===== src/rtl/keypad_pkg.sv =====
// keypad_pkg: shared event type, 4x4 key codes and arbiter states for the keypad controller
package keypad_pkg;
  typedef struct packed {
    logic       press;
    logic [3:0] code;
  } evt_t;
  localparam logic [3:0] KEY_0 = 4'd0, KEY_1 = 4'd1, KEY_2 = 4'd2, KEY_3 = 4'd3;
  localparam logic [3:0] KEY_4 = 4'd4, KEY_5 = 4'd5, KEY_6 = 4'd6, KEY_7 = 4'd7;
  localparam logic [3:0] KEY_8 = 4'd8, KEY_9 = 4'd9, KEY_A = 4'd10, KEY_B = 4'd11;
  localparam logic [3:0] KEY_C = 4'd12, KEY_D = 4'd13, KEY_STAR = 4'd14, KEY_HASH = 4'd15;
  typedef enum logic [1:0] {IDLE, PICK, PUSH} st_t;
endpackage


===== src/rtl/keypad_evt_fifo.sv =====
// keypad_evt_fifo: show-ahead synchronous event FIFO, push accepted on a full FIFO when popping
module keypad_evt_fifo
  import keypad_pkg::*;
#(
  parameter int DEPTH = 4
) (
  input  logic clk,
  input  logic rst,
  input  logic push,
  input  evt_t wdata,
  input  logic pop,
  output evt_t rdata,
  output logic full,
  output logic empty
);
  localparam int AW = $clog2(DEPTH);
  evt_t mem [DEPTH];
  logic [AW:0] wp, rp;
  logic do_push, do_pop;
  assign empty = wp == rp;
  assign full = (wp[AW] != rp[AW]) && (wp[AW-1:0] == rp[AW-1:0]);
  assign do_pop = pop & ~empty;
  assign do_push = push & (~full | do_pop);
  assign rdata = mem[rp[AW-1:0]];
  // read/write pointers, extra msb separates full from empty
  always_ff @(posedge clk or posedge rst) begin
    if (rst) begin
      wp <= '0;
      rp <= '0;
    end else begin
      wp <= wp + (AW+1)'(do_push);
      rp <= rp + (AW+1)'(do_pop);
    end
  end
  // storage needs no reset; outputs are gated by the empty flag upstream
  always_ff @(posedge clk) begin
    if (do_push) mem[wp[AW-1:0]] <= wdata;
  end
endmodule


===== src/rtl/keypad_event_ctrl.sv =====
// keypad_event_ctrl: scan tick, snapshot debounce and round-robin press/release event queue
module keypad_event_ctrl
  import keypad_pkg::*;
#(
  parameter int N_KEYS = 16,
  parameter int SCAN_DIV = 1000,
  parameter int DEBOUNCE = 4,
  parameter int FIFO_DEPTH = 4,
  localparam int CW = $clog2(N_KEYS)
) (
  input  logic              clk,
  input  logic              rst,
  output logic              scan_tick,
  input  logic              snap,
  input  logic [N_KEYS-1:0] buttons,
  output logic              evt_valid,
  input  logic              evt_ready,
  output logic              evt_press,
  output logic [CW-1:0]     evt_code,
  output logic              any_down
);
  localparam int DW = $clog2(SCAN_DIV);
  localparam int SW = $clog2(DEBOUNCE + 1);
  localparam logic [SW-1:0] SAT = SW'(DEBOUNCE);
  // the mismatching snapshot is the first of the run, so acceptance lands one count early
  localparam logic [SW-1:0] ACC = SW'((DEBOUNCE > 1) ? DEBOUNCE - 2 : 0);
  logic [DW-1:0] div;
  logic [SW-1:0] stab;
  logic [N_KEYS-1:0] last, deb, deb_prev, pend_p, pend_r;
  logic [N_KEYS-1:0] pend_any, rise, fall, chg, clr, p, r, cancel, p_nxt, r_nxt;
  logic [CW-1:0] ptr, idx, pick;
  st_t state, nxt;
  logic wr, abort, full, empty;
  evt_t head;
  function automatic logic [CW-1:0] wrap(input int v);
    return CW'(v % N_KEYS);
  endfunction
  assign scan_tick = div == DW'(SCAN_DIV - 1);
  assign pend_any = pend_p | pend_r;
  assign evt_valid = ~empty;
  assign evt_press = evt_valid & head.press;
  assign evt_code = evt_valid ? head.code[CW-1:0] : '0;
  // scan-step divider
  always_ff @(posedge clk or posedge rst) begin
    if (rst) div <= '0;
    else div <= scan_tick ? '0 : div + 1'b1;
  end
  // debounce: restart on any difference, accept once per stable run
  always_ff @(posedge clk or posedge rst) begin
    if (rst) begin
      last <= '0;
      deb <= '0;
      stab <= '0;
    end else if (snap) begin
      if (buttons != last) begin
        last <= buttons;
        stab <= '0;
      end else if (stab != SAT) begin
        stab <= stab + 1'b1;
        if (stab == ACC) deb <= last;
      end
    end
  end
  // lowest pending key at or after ptr, wrapping
  always_comb begin
    pick = '0;
    for (int k = N_KEYS - 1; k >= 0; k--)
      if (pend_any[wrap(int'(ptr) + k)]) pick = wrap(int'(ptr) + k);
  end
  // pending update (push clear first, then new edges, opposite edges cancel) and next state
  always_comb begin
    rise = deb & ~deb_prev;
    fall = ~deb & deb_prev;
    chg = rise | fall;
    abort = chg[idx] | ~pend_any[idx];
    wr = (state == PUSH) & ~abort & ~full;
    clr = wr ? (N_KEYS'(1) << idx) : '0;
    p = pend_p & ~clr;
    r = pend_r & ~clr;
    cancel = (p & fall) | (r & rise);
    p_nxt = (p | rise) & ~cancel;
    r_nxt = (r | fall) & ~cancel;
    nxt = (state == IDLE) ? (|pend_any ? PICK : IDLE) :
          (state == PICK) ? (|pend_any ? PUSH : IDLE) :
          abort ? PICK : full ? PUSH : |(p_nxt | r_nxt) ? PICK : IDLE;
  end
  // arbiter state, pending bits, round-robin pointer and registered status
  always_ff @(posedge clk or posedge rst) begin
    if (rst) begin
      state <= IDLE;
      deb_prev <= '0;
      pend_p <= '0;
      pend_r <= '0;
      idx <= '0;
      ptr <= '0;
      any_down <= 1'b0;
    end else begin
      state <= nxt;
      deb_prev <= deb;
      pend_p <= p_nxt;
      pend_r <= r_nxt;
      any_down <= |deb;
      if (state == PICK) idx <= pick;
      if (wr) ptr <= (idx == CW'(N_KEYS - 1)) ? '0 : idx + 1'b1;
    end
  end
  keypad_evt_fifo #(.DEPTH(FIFO_DEPTH)) u_fifo (
    .clk(clk),
    .rst(rst),
    .push(wr),
    .wdata({pend_p[idx], 4'(idx)}),
    .pop(evt_valid & evt_ready),
    .rdata(head),
    .full(full),
    .empty(empty)
  );
endmodule


===== config.mk =====
export PLATFORM = sky130hd
export DESIGN_NAME = keypad_event_ctrl
export DESIGN_NICKNAME = d
export VERILOG_FILES = /design/src/rtl/keypad_pkg.sv /design/src/rtl/keypad_evt_fifo.sv /design/src/rtl/keypad_event_ctrl.sv
export SDC_FILE = /design/constraint.sdc
export NUM_CORES = 1
export LEC_CHECK = 0
export ABC_AREA = 1
export BUFFER_PORTS_ARGS = -buffer_cell sky130_fd_sc_hd__buf_2
export CELL_PAD_IN_SITES_DETAIL_PLACEMENT = 2
export CELL_PAD_IN_SITES_GLOBAL_PLACEMENT = 2
export CORE_UTILIZATION = 40
export DETAILED_ROUTE_END_ITERATION = 16
export PLACE_DENSITY = 0.95
export SLEW_MARGIN = 20
export SYNTH_ARGS = -nofsm -noshare
export SYNTH_HDL_FRONTEND = slang
export SYNTH_SLANG_ARGS = --single-unit

===== constraint.sdc =====
create_clock -name clk -period 7.13 [get_ports clk]
set_clock_uncertainty 0.05 [all_clocks]
set_input_delay 1.0695 -clock clk [delete_from_list [all_inputs] [get_ports clk]]
set_output_delay 1.0695 -clock clk [all_outputs]
set_load 0.03 [all_outputs]

==> results of run 1 <==
==> registers in the layout, summed over array words and instances (netlist names) <==
register    count
ptr             4
u_fifo.wp       3
stab            3
pend_p         16
deb_prev       16
last           16
div            10
u_fifo.mem     20
pend_r         16
any_down        1
deb            16
u_fifo.rp       3
idx             4
state           2
==> cell families after synthesis <==
logic type,synth area share (%)
adders and majority gates,7.569
xor gates and xnor gates,1.800
AOI/OAI and AO/OA,8.512
DFF,38.27
buffers and inverters,11.10
and+or+nand+nor,32.75
==> power by group through the flow <==
stage | logic (mW) | clock network, mW | registers [mW]
after global placement | 0.0482 | 0 | 0.780
after CTS | 0.0578 | 0.956 | 0.768
after detailed placement | 0.0530 | 0 | 0.781
after global routing | 0.0639 | 0.971 | 0.768
after floorplan | 0.0317 | 0 | 0.779
final | 0.0569 | 0.941 | 0.768
==> synth_stat cells, types with 2 or more instances <==
| cell | number |
|---|---|
| nand2_1 | 358 |
| inv_1 | 200 |
| nand3_1 | 151 |
| dfrtp_1 | 110 |
| nor2_1 | 88 |
| o21ai_0 | 60 |
| ha_1 | 53 |
| a21oi_1 | 41 |
| edfxtp_1 | 20 |
| nand4_1 | 17 |
| clkbuf_1 | 11 |
| nand4_2 | 10 |
| xor2_1 | 10 |
| nor3_1 | 8 |
| nor4_1 | 8 |
| a31oi_1 | 7 |
| buf_2 | 7 |
| inv_2 | 7 |
| nand2_2 | 7 |
| buf_6 | 5 |
| o32ai_1 | 5 |
| clkinv_1 | 4 |
| a221oi_1 | 3 |
| buf_1 | 3 |
| buf_4 | 3 |
| xnor2_1 | 3 |
| a22oi_1 | 2 |
| nand3_2 | 2 |
| o2111ai_1 | 2 |
| o211ai_1 | 2 |
| o21ai_2 | 2 |
| o221ai_1 | 2 |
| o22ai_1 | 2 |
| o31ai_1 | 2 |
==> metal layers <==
| metal | part of all wire [%] | wire length [um] | vias up |
|---|---|---|---|
| met2 | 52 | 18920 | 267 |
| met5 | 0 | 0 | - |
| li1 | - | - | 3979 |
| met1 | 40 | 14500 | 4445 |
| met4 | 5.1 | 1862 | 0 |
| met3 | 3.5 | 1294 | 119 |
==> area by class of cell <==
type	instances	area, um2
timing repair buffer	32	176.4
clock inverter	15	172.7
clock buffer	17	425.4
inverter	211	794.5
tap	275	344.1
fill	2502	11520
sequential	130	3353
multi-input combinational	855	4436
==> worst paths after layout <==
| kind | depth (start not counted) | endpoint | slack [ns] |
|---|---|---|---|
| worst max-delay path | 22 | idx[0] | 2.72 |
| worst min-delay path | 0 | deb_prev[1] | 0.45 |
| worst max register to register | 22 | idx[0] | 2.72 |
| worst min register to register | 0 | deb_prev[1] | 0.45 |
| max in group asynchronous | 3 | last[4] | 5.05 |
| min in group asynchronous | 2 | div[3] | 0.66 |
==> critical path: stages (launching register included) <==
cell and delay, ns:
dfrtp_1 0.86, inv_2 0.39, ha_1 0.68, inv_1 0.29
nand3_1 0.16, nand2_1 0.09, o21ai_0 0.34, inv_1 0.15
o21ai_2 0.30, o21ai_0 0.14, nand2_1 0.08, nand2_1 0.05
nand2_1 0.05, nand2_1 0.05, a21oi_1 0.12, nand2_1 0.07
nand2_1 0.06, nand2_1 0.05, nand2_1 0.06, nand2_1 0.07
nand2_1 0.09, nand2_1 0.06, o21ai_0 0.08
==> run metrics, run 1 <==
Longest Clk Path Bufs=2; remaining global-route overflow=0; Final HPWL DP=24.60 mm; prevailing post-synth register cell=dfrtp_1; pin count of the biggest net entering global routing=65; residual antenna-violating net count after detailed routing=0; launching element of the worst setup path=ptr[0]; most common cell after layout, fill and taps aside=nand2_1; hold violation count in the final report=0; maximum operating frequency=between 0.2 and 0.25 GHz; Die Y-Extent=150.0 um; share of Yosys cell area claimed by the top area cell type=31.42%; clock latency on the worst-skew pair=0.45 ns; Core ar.=approximately 21000 um2; headroom to the max-slew limit=31.84%; clock tree root buffer cell=clkbuf_16; IR Drop Worst-Case VDD=about 180 uV; leading area contributor after synthesis=dfrtp_1; outcome=finished clean; Avg Synthesized Cell Area=just over 7 um2; detailed-route DRC error count=0; total design power=1.766 mW; Max Slew Vio Count=0; via/cell ratio=between 5 and 6; Synth async-reset ratio=~85%; Crit path required time=7.44 ns; number of clock sinks seen by CTS=130; total routing usage reported by global routing=about a third; time the worst path needs with I/O delays and setup=about 4.4 ns; quantity of hold-fixing buffers added after cts=0; sequential cell fraction of total power=43.5%; final WL=around 37 mm; global-route wire length before repair=around 57 mm; Placement Rows=53; final clock period utilization by the worst path=slightly above 60%; starting density of the core=about two fifths; total number of vias=between 8000 and 9000; CTS tree=yes; end-of-flow core utilization=between 40% and 50%; global routing usage on met3=approximately 5.5%; CTS resizes=0; Clk network pwr share=53.3%; Finish-stage setup viols=0; nature of the critical path startpoint=flip-flop; post-synthesis net count=1299; final design instance area without fill=9702 um2; minimum setup slack after placement=~2.9 ns; routing usage on met1=roughly 37%; layout cells sized above 1=under 10%; count of buffers inserted at the top-level ports=27; routed wirelength normalized by instance count=about 24 um; Total Neg Setup Slack=0 ns; source of the worst register-to-register timing path=ptr[0]; busiest layer in global routing=met2; fraction of power spent switching nets=26.32%; Cells after DPL=about 1500; post-CTS clock slew at the launch and capture registers of the worst setup and hold paths=0.07 ns; most used cells in the layout excluding fill and tap cells=nand2_1 (358), inv_1 (199), nand3_1 (151); number of register bits inferred by synthesis=130; sequential cell area fraction in the yosys report=between 30% and 40%; clock buffers created by TritonCTS=17; number of distinct library cells after synthesis=45; post-synth design cell area=approximately 9000 um2; peak fanout along the critical path=26; post-CTS setup buffers=0; share of total power in combinational logic=~3.2%; die area=22500 um2; dominant cells by area after synthesis=dfrtp_1 (31%), nand2_1 (15%), nand3_1 (8.6%), inv_1 (8.6%), ha_1 (7.6%); detailed-routing iteration count for the pre-antenna-repair pass=6; met2 track demand over resource=between 60% and 70%; via count of the first global-routing pass=~10000; number of antenna violations at the first check in global routing=0; number of antenna repair diodes=0; LEAKAGE=roughly 5.4 nW; RSZ-0062 raised after global routing=no; minimum hold slack=0.4506 ns; Area growth, synth to finish=10.74%; type of the worst setup path=flip-flop to flip-flop; design internal power=~1.3 mW; number of nets in the layout=approximately 1300; hold crit path type=flip-flop to flip-flop; net switching power of the design=464.9 uW; number of I/O pins=28; post-route non-filler standard cell count=about 1500; post-synthesis cell count=roughly 1200; die outline width=between 100 and 150 um; pin slew with the least headroom to its limit=between 1 and 1.5 ns; launch instance of the worst min-delay path=deb[1]; Critical Path End Type=flip-flop; arrival time at the worst endpoint=4.72 ns; placed instance area=roughly 9000 um2; iteration-0 DRC count of the detailed router=between 300 and 400; Worst Slack Setup Final=2.723 ns; Yosys warnings=0; Pwr per Cell Area=roughly 180 nW/um2; # H-tree levels=4; number of maximum-capacitance constraint violations=0; EDFF count, synth=20; global placer's final weighted congestion=~0.89
No activity file was read; power rests on OpenSTA's default activity.
==> run 2, diff against run 1 <==
--- a/config.mk
+++ b/config.mk
@@ -9,9 +9,9 @@
 export BUFFER_PORTS_ARGS = -buffer_cell sky130_fd_sc_hd__buf_2
 export CELL_PAD_IN_SITES_DETAIL_PLACEMENT = 2
 export CELL_PAD_IN_SITES_GLOBAL_PLACEMENT = 2
-export CORE_UTILIZATION = 40
+export CORE_UTILIZATION = 37
 export DETAILED_ROUTE_END_ITERATION = 16
-export PLACE_DENSITY = 0.95
+export PLACE_DENSITY = 0.91
 export SLEW_MARGIN = 20
 export SYNTH_ARGS = -nofsm -noshare
 export SYNTH_HDL_FRONTEND = slang
==> constraint.sdc (replaced) <==
create_clock -name clk -period 4.2 [get_ports clk]
set_clock_uncertainty 0.05 [all_clocks]
set_input_delay 0.63 -clock clk [delete_from_list [all_inputs] [get_ports clk]]
set_output_delay 0.63 -clock clk [all_outputs]
set_load 0.03 [all_outputs]
==> run 2 against run 1 <==
Against the previous run:
- sequential power increased by 69%
- critical path depth increased by 1
- sequential share of layout area decreased by 0.64 points
- worst setup slack got worse by 2.1 ns
- final cell count increased by 3.4%
- final area increased by 1.9%
- via count decreased by 0.45%
- count of clock-buffer cells in the layout increased by 2
- critical endpoint is now state[0]
==> run metrics, run 2 (synthesis results as in run 1) <==
nature of the critical path startpoint=flip-flop; most common cell after layout, fill and taps aside=nand2_1; final design instance area without fill=9884 um2 (+1.9%); number of clock sinks seen by CTS=130 (unchanged); minimum hold slack=0.3062 ns (-0.1444 ns); Final HPWL DP=23.70 mm (-3.7%); peak fanout along the critical path=15 (-42%); Core ar.=22920 um2 (+8.0%); time the worst path needs with I/O delays and setup=3.545 ns (-0.8623 ns); clock latency on the worst-skew pair=0.45 ns (about the same); most used cells in the layout excluding fill and tap cells=nand2_1 (358), inv_1 (199), nand3_1 (151); Die Y-Extent=155.9 um (+3.9%); pin count of the biggest net entering global routing=67 (+3.1%); iteration-0 DRC count of the detailed router=446 (+18%); quantity of hold-fixing buffers added after cts=0 (unchanged); Total Neg Setup Slack=0 ns (unchanged); routed wirelength normalized by instance count=22.08 um (-7.3%); headroom to the max-slew limit=34.65% (+2.8 points); total number of vias=8770 (-0.45%); maximum operating frequency=0.2821 GHz (+24%); type of the worst setup path=flip-flop to flip-flop; reg2reg path depth=23 (+4.5%); placed instance area=9258 um2 (+1.8%); starting density of the core=38.23% (-3.1 points); Placement Rows=55 (+3.8%); minimum setup slack after placement=0.8020 ns (-2.084 ns); Longest Clk Path Bufs=2 (unchanged); global placer's final weighted congestion=0.8756 (-1.2%); end-of-flow core utilization=43.13% (-2.6 points); hold violation count in the final report=0 (unchanged); Worst Slack Setup Final=0.6549 ns (-2.068 ns); clock buffers created by TritonCTS=17 (unchanged); die outline width=155.9 um (+3.9%); via count of the first global-routing pass=9788 (-2.8%); # H-tree levels=4 (unchanged); CTS tree=yes; total design power=3.047 mW (+73%); Crit path required time=4.48 ns (-2.96 ns); layout cells sized above 1=8.720% (+0.94 points); residual antenna-violating net count after detailed routing=0 (unchanged); final clock period utilization by the worst path=84.41% (+23 points); detailed-route DRC error count=0 (unchanged); CTS resizes=0 (unchanged); arrival time at the worst endpoint=3.83 ns (-0.89 ns); post-route non-filler standard cell count=1587 (+3.4%); Area growth, synth to finish=12.82%; final WL=35.05 mm (-4.2%); post-CTS setup buffers=0 (unchanged); Max Slew Vio Count=0 (unchanged); post-CTS clock slew at the launch and capture registers of the worst setup and hold paths=0.07 ns (about the same); count of buffers inserted at the top-level ports=27 (unchanged); global-route wire length before repair=55.72 mm (-2.4%); RSZ-0062 raised after global routing=no; number of I/O pins=28 (unchanged); LEAKAGE=5.477 nW (+1.4%); Pwr per Cell Area=308.2 nW/um2 (+69%); detailed-routing iteration count for the pre-antenna-repair pass=5 (-1); IR Drop Worst-Case VDD=265.5 uV (+45%); number of nets in the layout=1333 (+0.98%); pin slew with the least headroom to its limit=0.9779 ns (-0.04200 ns); remaining global-route overflow=0 (unchanged); outcome=finished clean; via/cell ratio=5.526 (-3.7%); number of maximum-capacitance constraint violations=0 (unchanged); total routing usage reported by global routing=30.42% (-3.9 points); number of flip-flops in the largest register=20 (unchanged); die area=24300 um2 (+8.0%); number of antenna violations at the first check in global routing=1 (+1); filler cell count=2692 (+7.6%); Finish-stage setup viols=0 (unchanged); hold crit path type=input pin to async pin; clock tree root buffer cell=clkbuf_16; Critical Path End Type=flip-flop; Cells after DPL=1554 (+3.5%)
-- run 2: cell count changes in the layout (fill, tap and decap cells not counted) --
cell and delta:
inv_8 -1, clkbuf_8 +1, clkinvlp_4 +1, buf_12 +1
buf_6 -1, diode_2 +1, inv_4 +1, inv_6 +1
clkinv_2 -3, clkbuf_16 +1, clkinv_4 -1, buf_4 +13
-- run 2: worst paths after layout --
| kind | slack [ns] | from | to |
|---|---|---|---|
| setup / recovery | 0.65 | deb[5] | state[0] |
| hold / removal | 0.31 | rst | deb[10] |
| setup reg to reg | 0.65 | deb[5] | state[0] |
| hold reg to reg | 0.42 | deb[7] | deb_prev[7] |
| max in group asynchronous | 3.00 | rst | pend_p[15] |
| min in group clk | 0.42 | buttons[10] | last[10] |
-- run 2: worst max-delay path, stage by stage (launching register included) --
cell      delay [ns]
dfrtp_1         0.49
inv_1           0.13
ha_1            0.38
nand2_1         0.08
nand3_1         0.09
o221ai_1        0.11
nor2_1          0.11
nand3_1         0.09
nand3_2         0.29
nand2_2         0.18
nor2_8          0.30
nand2_2         0.13
nand2_1         0.09
nand2_1         0.06
nand3_1         0.12
nand2_1         0.09
nor2_1          0.09
nand2_1         0.08
nor2_1          0.11
nand2_1         0.07
nand2_1         0.07
nand2_1         0.06
nand2_1         0.05
nand2_1         0.06
-- run 2: layout make-up --
| type | count | area, um2 | share of cell area [%] |
|---|---|---|---|
| inverter | 211 | 794.5 | 8.038 |
| antenna | 1 | 2.502 | 0.02532 |
| timing repair buffer | 45 | 282.8 | 2.861 |
| multi-input combinational | 855 | 4436 | 44.87 |
| sequential | 130 | 3353 | 33.92 |
| clock inverter | 13 | 160.2 | 1.620 |
| clock buffer | 19 | 464.2 | 4.696 |
| tap | 313 | 391.6 | 3.962 |
-- run 2: power by group --
part | switching [mW] | internal (mW)
clock network | 0.698 | 0.947
logic | 0.0720 | 0.0252
registers | 0.0146 | 1.29
total | 0.785 | 2.26
-- run 2: per-layer routing --
layer  global-route usage [%]  part of all wire [%]  routed length [um]
met1                    35.66                    42               14600
met2                    54.70                    51               17890
met3                    4.361                   3.4                1192
met4                    13.82                   3.9                1362
met5                        0                     0                   0
==> run 3, diff against run 2 <==
--- a/config.mk
+++ b/config.mk
@@ -9,9 +9,9 @@
 export BUFFER_PORTS_ARGS = -buffer_cell sky130_fd_sc_hd__buf_2
 export CELL_PAD_IN_SITES_DETAIL_PLACEMENT = 2
 export CELL_PAD_IN_SITES_GLOBAL_PLACEMENT = 2
-export CORE_UTILIZATION = 37
+export CORE_UTILIZATION = 33
 export DETAILED_ROUTE_END_ITERATION = 16
-export PLACE_DENSITY = 0.91
+export PLACE_DENSITY = 0.87
 export SLEW_MARGIN = 20
 export SYNTH_ARGS = -nofsm -noshare
 export SYNTH_HDL_FRONTEND = slang
==> constraint.sdc (replaced) <==
create_clock -name clk -period 3.2 [get_ports clk]
set_clock_uncertainty 0.05 [all_clocks]
set_input_delay 0.48 -clock clk [delete_from_list [all_inputs] [get_ports clk]]
set_output_delay 0.48 -clock clk [all_outputs]
set_load 0.03 [all_outputs]
==> run 3 against run 2 <==
Against the previous run:
- maximum frequency is 12% higher
- worst setup slack worse by 0.62 ns
- hold slack worse by 0.28 ns
- largest power group unchanged
- register-to-register slack worse by 0.62 ns
==> run metrics, run 3 (synthesis results as in run 1) <==
starting density of the core=33.62% (-4.6 points); clock buffers created by TritonCTS=17 (unchanged); number of antenna violations at the first check in global routing=0 (-1); Area growth, synth to finish=17.51%; via count of the first global-routing pass=9818 (+0.31%); minimum hold slack=0.02291 ns (-0.2833 ns); CTS tree=yes; headroom to the max-slew limit=55.72% (+21 points); maximum operating frequency=0.3159 GHz (+12%); Critical Path End Type=flip-flop; global routing usage on met3=3.943% (-0.42 points); via/cell ratio=5.416 (-2.0%); LEAKAGE=5.610 nW (+2.4%); nature of the critical path startpoint=flip-flop; design internal power=2.910 mW (+29%); iteration-0 DRC count of the detailed router=493 (+11%); number of clock sinks seen by CTS=130 (unchanged); Longest Clk Path Bufs=2 (unchanged); routed wirelength normalized by instance count=22.24 um (+0.72%); Final HPWL DP=25.86 mm (+9.1%); Worst path top cell family by delay=simple AND/OR/NAND/NOR gates; Worst Slack Setup Final=0.03493 ns (-0.6200 ns); total number of vias=8893 (+1.4%); type of the worst setup path=flip-flop to flip-flop; pin count of the biggest net entering global routing=41 (-39%); cell chain of the critical path=inv_1 > ha_1 > nand2_1 > a31oi_1 > nand4_1 > nand3_4 > buf_12 > nand4_1 > nand2_1 > nand2_1 > nand3_1 > nand2_1 > nor2_2 > nand2_1 > nor2_2 > nand2_1 > nand2_1 > nand2_1 > nand2_1 > nand2_1; Cells after DPL=1597 (+2.8%); Clk network pwr share=52.6% (-1.4 points); reg2reg path depth=20 (-13%); most used cells in the layout excluding fill and tap cells=nand2_1 (357), inv_1 (195), nand3_1 (150); hold violation count in the final report=0 (unchanged); share of total power in combinational logic=3.3% (about the same); Crit-path slowest cell=dfrtp_1; clock tree root buffer cell=clkbuf_16; busiest layer in global routing=met2; detailed-routing iteration count for the pre-antenna-repair pass=4 (-1); met2 track demand over resource=48.20% (-6.5 points); residual antenna-violating net count after detailed routing=0 (unchanged); clock latency on the worst-skew pair=0.45 ns (about the same); number of flip-flops in the largest register=20 (unchanged); post-CTS clock slew at the launch and capture registers of the worst setup and hold paths=0.06 ns (about the same); Finish-stage setup viols=0 (unchanged); die outline width=164.9 um (+5.8%); remaining global-route overflow=0 (unchanged); number of logic stages on the critical path including buffering=20 (-13%); pin slew with the least headroom to its limit=0.6573 ns (-0.3206 ns); Die Y-Extent=164.9 um (+5.8%); stage delay of the slowest cell on the critical path=0.45 ns (-0.04 ns); routing usage on met1=31.11% (-4.5 points); net switching power of the design=966.8 uW (+23%); Core ar.=26060 um2 (+14%); Max Slew Vio Count=0 (unchanged); minimum setup slack among reg-to-reg paths=0.03 ns (-0.62 ns); final clock period utilization by the worst path=98.91% (+15 points); Total Neg Setup Slack=0 ns (unchanged); sequential cell fraction of total power=44.1% (+1.3 points); Placement Rows=59 (+7.3%); minimum setup slack after placement=0.02451 ns (-0.7775 ns); final WL=36.52 mm (+4.2%); # H-tree levels=4 (unchanged); fraction of power spent switching nets=24.94% (-0.81 points); hold crit path type=input pin to async pin; most frequent cell on the critical path=nand2_1; count of buffers inserted at the top-level ports=27 (unchanged); arrival time at the worst endpoint=3.44 ns (-0.39 ns); most common cell after layout, fill and taps aside=nand2_1; global placer's final weighted congestion=0.9039 (+3.2%); global-route wire length before repair=54.86 mm (-1.5%); number of nets in the layout=1366 (+2.5%); end-of-flow core utilization=39.51% (-3.6 points); quantity of hold-fixing buffers added after cts=0 (unchanged); IR Drop Worst-Case VDD=441.7 uV (+66%); peak fanout along the critical path=11 (-4); Critical path buffers and inverters=2 (+1); layout cells sized above 1=13.25% (+4.5 points); post-route non-filler standard cell count=1642 (+3.5%); die area=27200 um2 (+12%); detailed-route DRC error count=0 (unchanged); number of I/O pins=28 (unchanged); Crit path required time=3.47 ns (-1.01 ns); total routing usage reported by global routing=26.96% (-3.5 points); Pwr per Cell Area=376.5 nW/um2 (+22%); number of maximum-capacitance constraint violations=0 (unchanged); outcome=finished clean; time the worst path needs with I/O delays and setup=3.165 ns (-0.3800 ns)
[run 3: cell count changes in the layout (fill, tap and decap cells not counted), sizes merged]
cell      change
buf          +32
clkinv        -1
clkinvlp      +4
inv           -2
[run 3: layer usage]
layer	vias to the layer above	part of all wire [%]
li1	4062	-
met1	4490	41
met2	241	51
met3	100	3.3
met4	0	4.3
met5	-	0
[run 3: through the flow]
stage	cell area [um2]	power [mW]
3_5_place_dp	9444	1.863
4_1_cts	10040	3.911
5_1_grt	10290	3.974
2_1_floorplan	8765	1.807
6_report	10290	3.877
3_3_place_gp	9444	1.851
[run 3: power groups by stage]
stage / logic [mW] / clock network [mW] / registers [mW]
5_1_grt: 0.144 / 2.12 / 1.71
6_report: 0.127 / 2.04 / 1.71
2_1_floorplan: 0.0710 / 0 / 1.74
4_1_cts: 0.129 / 2.07 / 1.71
3_3_place_gp: 0.113 / 0 / 1.74
3_5_place_dp: 0.124 / 0 / 1.74
[run 3: area by class of cell]
type / count / area, um2
Antenna cell: 1 / 2.502
Clock buffer: 19 / 442.9
Clock inverter: 13 / 146.4
Fill cell: 3056 / 15760
Inverter: 211 / 805.8
Multi-Input combinational cell: 855 / 4547
Sequential cell: 130 / 3362
Tap cell: 335 / 419.2
Timing Repair Buffer: 77 / 561.8
Timing Repair inverter: 1 / 7.507
[run 3: final timing paths]
kind                                  from     endpoint
max in group asynchronous              rst       deb[4]
min in group clk                buttons[3]      last[3]
worst min register to register      deb[7]  deb_prev[7]
worst max-delay path                deb[0]     state[0]
worst max register to register      deb[0]     state[0]
worst min-delay path                   rst    pend_p[7]
[run 3: timing repair]
| item | in CTS | in global routing |
|---|---|---|
| gates cloned | 0 | 1 |
| gates resized for setup | 4 | 45 |
| pin swaps | 1 | 6 |
| endpoints found under the setup margin | 1 | 5 |
| buffers inserted | 0 | 11 |
